[src/rtl/spis_byte_if.sv]
// Per-byte control channel between the SPI slave byte engine and the protocol layer above it.
interface spis_byte_if;
  logic       bdir;
  logic [1:0] bmode;
  logic [7:0] tbyte;
  logic [7:0] rbyte;
  logic       bdone;
  logic       abort;

  // Protocol layer: supplies the next byte's setup, consumes results.
  modport master (
    output bdir,
    output bmode,
    output tbyte,
    input  rbyte,
    input  bdone,
    input  abort
  );

  // Byte engine.
  modport slave (
    input  bdir,
    input  bmode,
    input  tbyte,
    output rbyte,
    output bdone,
    output abort
  );
endinterface

[src/rtl/spis_byte.sv]
// SPI slave byte engine: oversamples the SPI pads in the clk domain and moves one
// byte per 8/4/2 SPI clocks (1/2/4-bit phases), SPI modes 0 and 3.
module spis_byte (
  input  logic        clk,
  input  logic        rst_n,
  input  logic        clr_n,
  input  logic [1:0]  ckmod,
  spis_byte_if.slave  ctl,
  output logic        csel,
  input  logic        spi_cs_n,
  input  logic        spi_ck,
  input  logic [3:0]  spi_di,
  output logic [3:0]  spi_do,
  output logic [3:0]  spi_oe
);

  localparam int unsigned DW  = 8;
  localparam int unsigned IOW = 4;
  localparam int unsigned CW  = 4;

  typedef enum logic [1:0] {
    S_IDLE      = 2'd0,
    S_WAIT_LOAD = 2'd1,
    S_SHIFT     = 2'd2
  } state_t;

  // Bits moved per SPI edge for a phase mode; mode 3 behaves as 1-bit.
  function automatic logic [CW-1:0] step_of(input logic [1:0] m);
    case (m)
      2'd1:    return CW'(2);
      2'd2:    return CW'(4);
      default: return CW'(1);
    endcase
  endfunction

  // Pin drive pattern for the current top bits of the transmit shifter.
  function automatic logic [IOW-1:0] do_of(input logic [DW-1:0] t, input logic [1:0] m,
                                           input logic d);
    if (!d) return '0;
    case (m)
      2'd1:    return {2'b00, t[7:6]};
      2'd2:    return t[7:4];
      default: return {2'b00, t[7], 1'b0};
    endcase
  endfunction

  // Output enable pattern for a byte's direction and phase mode.
  function automatic logic [IOW-1:0] oe_of(input logic [1:0] m, input logic d);
    if (!d) return '0;
    case (m)
      2'd1:    return 4'b0011;
      2'd2:    return 4'b1111;
      default: return 4'b0010;
    endcase
  endfunction

  // Receive shifter update with the sampled IO pins.
  function automatic logic [DW-1:0] shift_in(input logic [DW-1:0] r, input logic [IOW-1:0] d,
                                             input logic [1:0] m);
    case (m)
      2'd1:    return {r[DW-3:0], d[1:0]};
      2'd2:    return {r[DW-5:0], d[3:0]};
      default: return {r[DW-2:0], d[0]};
    endcase
  endfunction

  // Transmit shifter advance by one edge's worth of bits.
  function automatic logic [DW-1:0] shift_out(input logic [DW-1:0] t, input logic [1:0] m);
    case (m)
      2'd1:    return {t[DW-3:0], 2'b00};
      2'd2:    return {t[DW-5:0], 4'b0000};
      default: return {t[DW-2:0], 1'b0};
    endcase
  endfunction

  logic [2:0]     cs_sync;
  logic [2:0]     ck_sync;
  logic [IOW-1:0] di_s1;
  logic [IOW-1:0] di_s2;

  logic cs_act;
  logic cs_asrt;
  logic ck_rise;
  logic ck_fall;

  state_t         state, state_n;
  logic           dir_q, dir_n;
  logic [1:0]     mode_q, mode_n;
  logic [DW-1:0]  tsh, tsh_n;
  logic [DW-1:0]  rsh, rsh_n;
  logic [CW-1:0]  cnt, cnt_n;
  logic [DW-1:0]  rbyte_n;
  logic           bdone_n;
  logic           abort_n;
  logic           csel_n;
  logic [IOW-1:0] do_n;
  logic [IOW-1:0] oe_n;
  logic           do_load;
  logic [DW-1:0]  rsh_sh;

  // Two-flop synchronisers; the third ck/cs flop feeds edge detection.
  always_ff @(posedge clk or negedge rst_n) begin
    if (!rst_n) begin
      cs_sync <= 3'b111;
      ck_sync <= 3'b000;
      di_s1   <= '0;
      di_s2   <= '0;
    end else if (!clr_n) begin
      cs_sync <= 3'b111;
      ck_sync <= 3'b000;
      di_s1   <= '0;
      di_s2   <= '0;
    end else begin
      cs_sync <= {cs_sync[1:0], spi_cs_n};
      ck_sync <= {ck_sync[1:0], spi_ck};
      di_s1   <= spi_di;
      di_s2   <= di_s1;
    end
  end

  assign cs_act  = ~cs_sync[1];
  assign cs_asrt = ~cs_sync[1] & cs_sync[2];
  assign ck_rise =  ck_sync[1] & ~ck_sync[2];
  assign ck_fall = ~ck_sync[1] &  ck_sync[2];

  // State and datapath registers.
  always_ff @(posedge clk or negedge rst_n) begin
    if (!rst_n) begin
      state     <= S_IDLE;
      dir_q     <= 1'b0;
      mode_q    <= 2'd0;
      tsh       <= '0;
      rsh       <= '0;
      cnt       <= '0;
      ctl.rbyte <= '0;
      ctl.bdone <= 1'b0;
      ctl.abort <= 1'b0;
      csel      <= 1'b0;
      spi_do    <= '0;
      spi_oe    <= '0;
    end else begin
      state     <= state_n;
      dir_q     <= dir_n;
      mode_q    <= mode_n;
      tsh       <= tsh_n;
      rsh       <= rsh_n;
      cnt       <= cnt_n;
      ctl.rbyte <= rbyte_n;
      ctl.bdone <= bdone_n;
      ctl.abort <= abort_n;
      csel      <= csel_n;
      spi_do    <= do_n;
      spi_oe    <= oe_n;
    end
  end

  // Next-state and next-output logic; CS release and clear take priority over edges.
  always_comb begin
    state_n = state;
    dir_n   = dir_q;
    mode_n  = mode_q;
    tsh_n   = tsh;
    rsh_n   = rsh;
    cnt_n   = cnt;
    rbyte_n = ctl.rbyte;
    bdone_n = 1'b0;
    abort_n = 1'b0;
    csel_n  = csel;
    do_n    = spi_do;
    oe_n    = spi_oe;
    do_load = 1'b0;
    rsh_sh  = shift_in(rsh, di_s2, mode_q);

    case (state)
      S_IDLE: begin
        if (cs_asrt) begin
          csel_n = 1'b1;
          if (ckmod == 2'b00) begin
            do_load = 1'b1;
            state_n = S_SHIFT;
          end else begin
            state_n = S_WAIT_LOAD;
          end
        end
      end
      S_WAIT_LOAD: begin
        if (ck_fall) begin
          do_load = 1'b1;
          state_n = S_SHIFT;
        end
      end
      S_SHIFT: begin
        if (ck_rise && cnt != '0) begin
          rsh_n = rsh_sh;
          cnt_n = cnt - step_of(mode_q);
          if (cnt_n == '0) begin
            rbyte_n = rsh_sh;
            bdone_n = 1'b1;
          end
        end else if (ck_fall) begin
          if (cnt == '0) begin
            do_load = 1'b1;
          end else begin
            tsh_n = shift_out(tsh, mode_q);
            do_n  = do_of(tsh_n, mode_q, dir_q);
          end
        end
      end
      default: state_n = S_IDLE;
    endcase

    if (do_load) begin
      dir_n  = ctl.bdir;
      mode_n = ctl.bmode;
      tsh_n  = ctl.tbyte;
      cnt_n  = CW'(DW);
      do_n   = do_of(ctl.tbyte, ctl.bmode, ctl.bdir);
      oe_n   = oe_of(ctl.bmode, ctl.bdir);
    end

    if (state != S_IDLE && !cs_act) begin
      abort_n = (state == S_SHIFT) && (cnt != '0) && (cnt != CW'(DW));
      state_n = S_IDLE;
      bdone_n = 1'b0;
      csel_n  = 1'b0;
      oe_n    = '0;
      do_n    = '0;
      cnt_n   = '0;
      rsh_n   = '0;
    end

    if (!clr_n) begin
      state_n = S_IDLE;
      dir_n   = 1'b0;
      mode_n  = 2'd0;
      tsh_n   = '0;
      rsh_n   = '0;
      cnt_n   = '0;
      rbyte_n = '0;
      bdone_n = 1'b0;
      abort_n = 1'b0;
      csel_n  = 1'b0;
      do_n    = '0;
      oe_n    = '0;
    end
  end

endmodule

[src/flat_wrapper.sv]
// flat-port wrapper written by rule: the top's interface ports become plain ports
module spis_byte_flat 
  (clk, rst_n, clr_n, ckmod, csel, spi_cs_n, spi_ck, spi_di, spi_do, spi_oe, ctl_bdir, ctl_bmode, ctl_tbyte, ctl_rbyte, ctl_bdone, ctl_abort);
  spis_byte_if ctl_i ();
  input  logic clk;
  input  logic rst_n;
  input  logic clr_n;
  input  logic [1:0] ckmod;
  output logic csel;
  input  logic spi_cs_n;
  input  logic spi_ck;
  input  logic [3:0] spi_di;
  output logic [3:0] spi_do;
  output logic [3:0] spi_oe;
  input wire logic [$bits(ctl_i.bdir)-1:0] ctl_bdir;
  input wire logic [$bits(ctl_i.bmode)-1:0] ctl_bmode;
  input wire logic [$bits(ctl_i.tbyte)-1:0] ctl_tbyte;
  output wire logic [$bits(ctl_i.rbyte)-1:0] ctl_rbyte;
  output wire logic [$bits(ctl_i.bdone)-1:0] ctl_bdone;
  output wire logic [$bits(ctl_i.abort)-1:0] ctl_abort;
  assign ctl_i.bdir = ctl_bdir;
  assign ctl_i.bmode = ctl_bmode;
  assign ctl_i.tbyte = ctl_tbyte;
  assign ctl_rbyte = ctl_i.rbyte;
  assign ctl_bdone = ctl_i.bdone;
  assign ctl_abort = ctl_i.abort;
  spis_byte u_core (.clk(clk), .rst_n(rst_n), .clr_n(clr_n), .ckmod(ckmod), .ctl(ctl_i), .csel(csel), .spi_cs_n(spi_cs_n), .spi_ck(spi_ck), .spi_di(spi_di), .spi_do(spi_do), .spi_oe(spi_oe));
endmodule
[config.mk]
export PLATFORM = sky130hd
export DESIGN_NAME = spis_byte_flat
export DESIGN_NICKNAME = d
export VERILOG_FILES = /design/src/rtl/spis_byte_if.sv /design/src/rtl/spis_byte.sv /design/src/flat_wrapper.sv
export SDC_FILE = /design/constraint.sdc
export NUM_CORES = 1
export LEC_CHECK = 0
export CORE_UTILIZATION = 51
export CTS_BUF_LIST = sky130_fd_sc_hd__clkbuf_8
export DETAILED_ROUTE_END_ITERATION = 6
export GPL_TIMING_DRIVEN = 0
export PLACE_DENSITY = 0.79
export SYNTH_ARGS = -nofsm -noshare
export SYNTH_HDL_FRONTEND = slang
export SYNTH_SLANG_ARGS = --single-unit
[constraint.sdc]
create_clock -name clk -period 2.6 [get_ports clk]
set_input_delay 0.39 -clock clk [delete_from_list [all_inputs] [get_ports clk]]
set_output_delay 0.39 -clock clk [all_outputs]
set_load 0.01 [all_outputs]
==> impl_summary.md <==
Status
The run finished with clean final reports.

Flow run
The tool flagged a number of max-cap violations equal to 0.

Drt
The DRC marker count from the first detailed-route iteration is 202. The vias after detailed routing is 2329. The first TritonRoute pass finished after 5 iterations.

After detailed routing, the number of remaining DRC violations is 0. The mean routed wirelength per cell is 14.5 um. The remaining antenna violation count after routing is 0. Dividing the detail-routed via count by the number of cells gives 5.56. The final layout contains routed wiring with a total length of 6.09 mm.

Yosys
The cell type with the largest total area after synthesis is sky130_fd_sc_hd__dfrtp_1. After synthesis, the cell types taking the most area are sky130_fd_sc_hd__dfrtp_1, sky130_fd_sc_hd__nand2_1, sky130_fd_sc_hd__mux2i_1, sky130_fd_sc_hd__ha_1, sky130_fd_sc_hd__o21ai_0. Yosys mapped a number of flops with a built-in enable equal to 0. Synthesis produced a netlist whose cell count is 298. The area of the mapped netlist is 2820 sq um. The share of async-settable or async-resettable flops after synthesis is 100%. Sequential elements use 49.0% of the synthesized area. The dominant register cell in the synthesized netlist is sky130_fd_sc_hd__dfrtp_1. During synthesis, Yosys emitted a total of 0 warnings. The number of nets in the synthesized netlist is 330.

The average instance in the mapped netlist occupies 9.46 sq um. The number of distinct library cells after synthesis is 42. Counting flops and latches in the post-synthesis netlist gives 55. In the post-synthesis netlist, the cell with the most instances is sky130_fd_sc_hd__dfrtp_1.

Sorting the synthesized cells by how often they occur yields sky130_fd_sc_hd__dfrtp_1, sky130_fd_sc_hd__nand2_1, sky130_fd_sc_hd__o21ai_0. In this run the biggest area consumer among cell types represents 46.2% of the synthesized area.

Setup path
At the worst endpoint, the required time is 2.83 ns. The endpoint class of the critical path is a flop. The worst setup path is launched from a flop.

The critical path is of the reg -> reg type. The data arrival time at the worst-slack endpoint is 2.75 ns. The worst-path maximum fanout is 9.

Measured in cells, the most critical reg-to-reg path has a length of 8.

STA
Adding up every negative setup slack in the final design gives 0 ns. For this run, the top clock speed supported by timing is 396 MHz. The final critical-path required period is 2.52 ns. The worst max-slew margin expressed relative to the limit is 55.1%.

Setup violations remaining at the end of the flow were counted as 0. The smallest setup slack after layout is 0.0773 ns. The worst path uses 97.0% of the clock period. The final number of max-transition violations is 0. For the pin with the worst max-slew slack, the measured transition is 0.664 ns. The number of hold violations in the final report is 0. Between clock sinks in the finished design, the worst skew comes to 0.00550 ns. Final hold analysis gives a worst-case slack of 0.0748 ns.

Placement
OpenSTA, run right after detailed placement, puts the worst setup slack at -0.127 ns. The area of placed instances is 3310 sq um. Routability-driven placement finished with a final weighted congestion of 0.964. After legalization and detailed placement, the total HPWL measured 4.44 mm. The count of buffers from port buffering is 39.

Global routing
The via count of the first global-routing pass was 2223. The initial antenna violation count is 0. The aggregate global routing overflow is 0. The pin count of the biggest net entering global routing is 30.

The overall track demand over capacity in global routing is 22.8%. The first global-routing pass estimated 10.4 mm of wire.

Min path
The class of the tightest hold or removal check is in -> async.

Floorplanning
Measured along the x axis, the die boundary spans 76.3 um. The core region is 5200 sq um. The placement row count is 26. The total die area is 5830 sq um.

Measured along the y axis, the die boundary spans 76.3 um. Pin placement for this block handled 41 I/O pins. Once the floorplan was initialized, standard cells occupied 54.2% of the core.

Clock network
The number of buffers added to fix hold violations after cts is 0. The CTS tree is done. The number of buffers created by CTS is 5. The source-to-sink clock delay at the later pin of the worst-skew pair is 0.31 ns. After clock tree synthesis, the clock-pin slew on the worst setup and hold paths is 0.10 ns. The cell sitting at the root of the clock tree is a sky130_fd_sc_hd__clkbuf_8. For this design, the sink count on the clock tree is 55. The longest clock path from root to sink contains 2 buffers. CTS built an H-tree with a depth of 2.

Layout
Summing all multi-input logic gate instances after layout gives 1330 sq um. After routing the design area is 3490 sq um. The layout cell share with drive strength beyond 1 is 7.74%.

The antenna diode count is 0. The signed area change from the synthesized netlist to the final layout is 23.7%. Cells fill 67.0% of the core in the end.

The area occupied by registers is 1380 sq um. The filler cells instantiated in the layout total 420. The number of nets in the final layout is 380.

Power and ir drop
The maximum ir drop on the vdd rail is 0.350 mV. In this run the power density over the cells is 480 nW/um^2. The leakage power of the design is 1.53 nW.
[state kept, by name, summed over array words and instances, names as in the netlist]
signal,count
u_core.ctl.rbyte,8
u_core.rsh,7
u_core.tsh,7
u_core.cnt,4
u_core.di_s1,4
u_core.di_s2,4
u_core.spi_do,4
u_core.ck_sync,3
u_core.cs_sync,3
u_core.spi_oe,3
u_core.mode_q,2
u_core.state,2
u_core.csel,1
u_core.ctl.abort,1
u_core.ctl.bdone,1
u_core.dir_q,1
[cell families (layout without fill, tap and decap cells)]
group / Yosys count / after routing / synth area share [%]
AND/OR/NAND/NOR: 112 / 112 / 19.1
buffers and inverters: 30 / 81 / 4.48
adder cells (fa/ha/maj): 10 / 10 / 4.70
flip-flops: 55 / 55 / 49.0
XOR/XNOR: 2 / 2 / 0.622
multiplexers: 16 / 16 / 5.68
AO/OA/AOI/OAI: 73 / 73 / 16.4
[cell type report]
cell class / count / share of cell area (%)
Timing Repair Buffer: 43 / 12.3
Clock buffer: 5 / 1.97
Sequential cell: 55 / 39.6
Buffer: 20 / 2.55
Clock inverter: 3 / 1.83
Multi-Input combinational cell: 213 / 38.2
Tap cell: 70 / 2.51
Inverter: 10 / 1.08
[timing repair]
item / 4_1_cts / 5_1_grt
endpoints found under the hold margin: 0 / 0
pin swaps: 0 / 0
setup buffers: 0 / 3
endpoints found under the setup margin: 9 / 10
resized for setup: 2 / 4
[through the flow]
stage / power (mW) / instances
2_1_floorplan: 0.951 / 298
3_3_place_gp: 1.02 / 407
3_5_place_dp: 1.03 / 408
4_1_cts: 1.68 / 416
5_1_grt: 1.73 / 419
6_report: 1.67 / 419
[path summary, 6_finish.rpt]
check | slack [ns] | endpoint | start
worst max-delay path | 0.08 | u_core.ctl.rbyte[0] | u_core.mode_q[0]
worst min-delay path | 0.07 | u_core.spi_oe[2] | rst_n
worst max register to register | 0.08 | u_core.ctl.rbyte[0] | u_core.mode_q[0]
worst min register to register | 0.47 | u_core.di_s2[0] | u_core.di_s1[0]
max in group asynchronous | 1.88 | u_core.cs_sync[1] | rst_n
min in group clk | 0.39 | u_core.cs_sync[0] | clr_n
[placed cells by master (no fill, tap or decap), types with 7 or more instances in the layout]
master	Yosys	final
sky130_fd_sc_hd__nand3_1	8	8
sky130_fd_sc_hd__clkbuf_1	16	16
sky130_fd_sc_hd__a22oi_1	10	10
sky130_fd_sc_hd__a21oi_1	17	17
sky130_fd_sc_hd__mux2i_1	16	16
sky130_fd_sc_hd__clkdlybuf4s50_1	0	38
sky130_fd_sc_hd__nand2_1	49	49
sky130_fd_sc_hd__o21ai_0	20	19
sky130_fd_sc_hd__nor2_1	18	18
sky130_fd_sc_hd__inv_1	10	10
sky130_fd_sc_hd__dfrtp_1	52	52
sky130_fd_sc_hd__ha_1	9	7
sky130_fd_sc_hd__and2_1	11	11
[metal layers]
layer	part of all wire, %	up-vias	track usage [%]
met1	45	1099	30.3
met3	6.5	13	4.79
met4	1.6	0	8.27
li1	-	1126	-
met5	0	-	0
met2	47	91	36.8
[critical path, cell delays in order (launching register included)]
cell and delay, ns:
sky130_fd_sc_hd__dfrtp_1 0.40, sky130_fd_sc_hd__inv_2 0.07, sky130_fd_sc_hd__ha_1 0.32, sky130_fd_sc_hd__ha_2 0.23, sky130_fd_sc_hd__fa_1 0.43, sky130_fd_sc_hd__xnor2_1 0.16
sky130_fd_sc_hd__or4_4 0.49, sky130_fd_sc_hd__buf_6 0.17, sky130_fd_sc_hd__mux2i_1 0.17
[power by group]
| group | switching [mW] | leakage [nW] | internal, mW | total (mW) |
|---|---|---|---|---|
| clock | 0.280 | 0.0695 | 0.381 | 0.661 |
| sequential | 0.00918 | 0.748 | 0.871 | 0.880 |
| combinational | 0.0728 | 0.711 | 0.0604 | 0.133 |
Note: power is estimated with default switching activity, not from simulation.
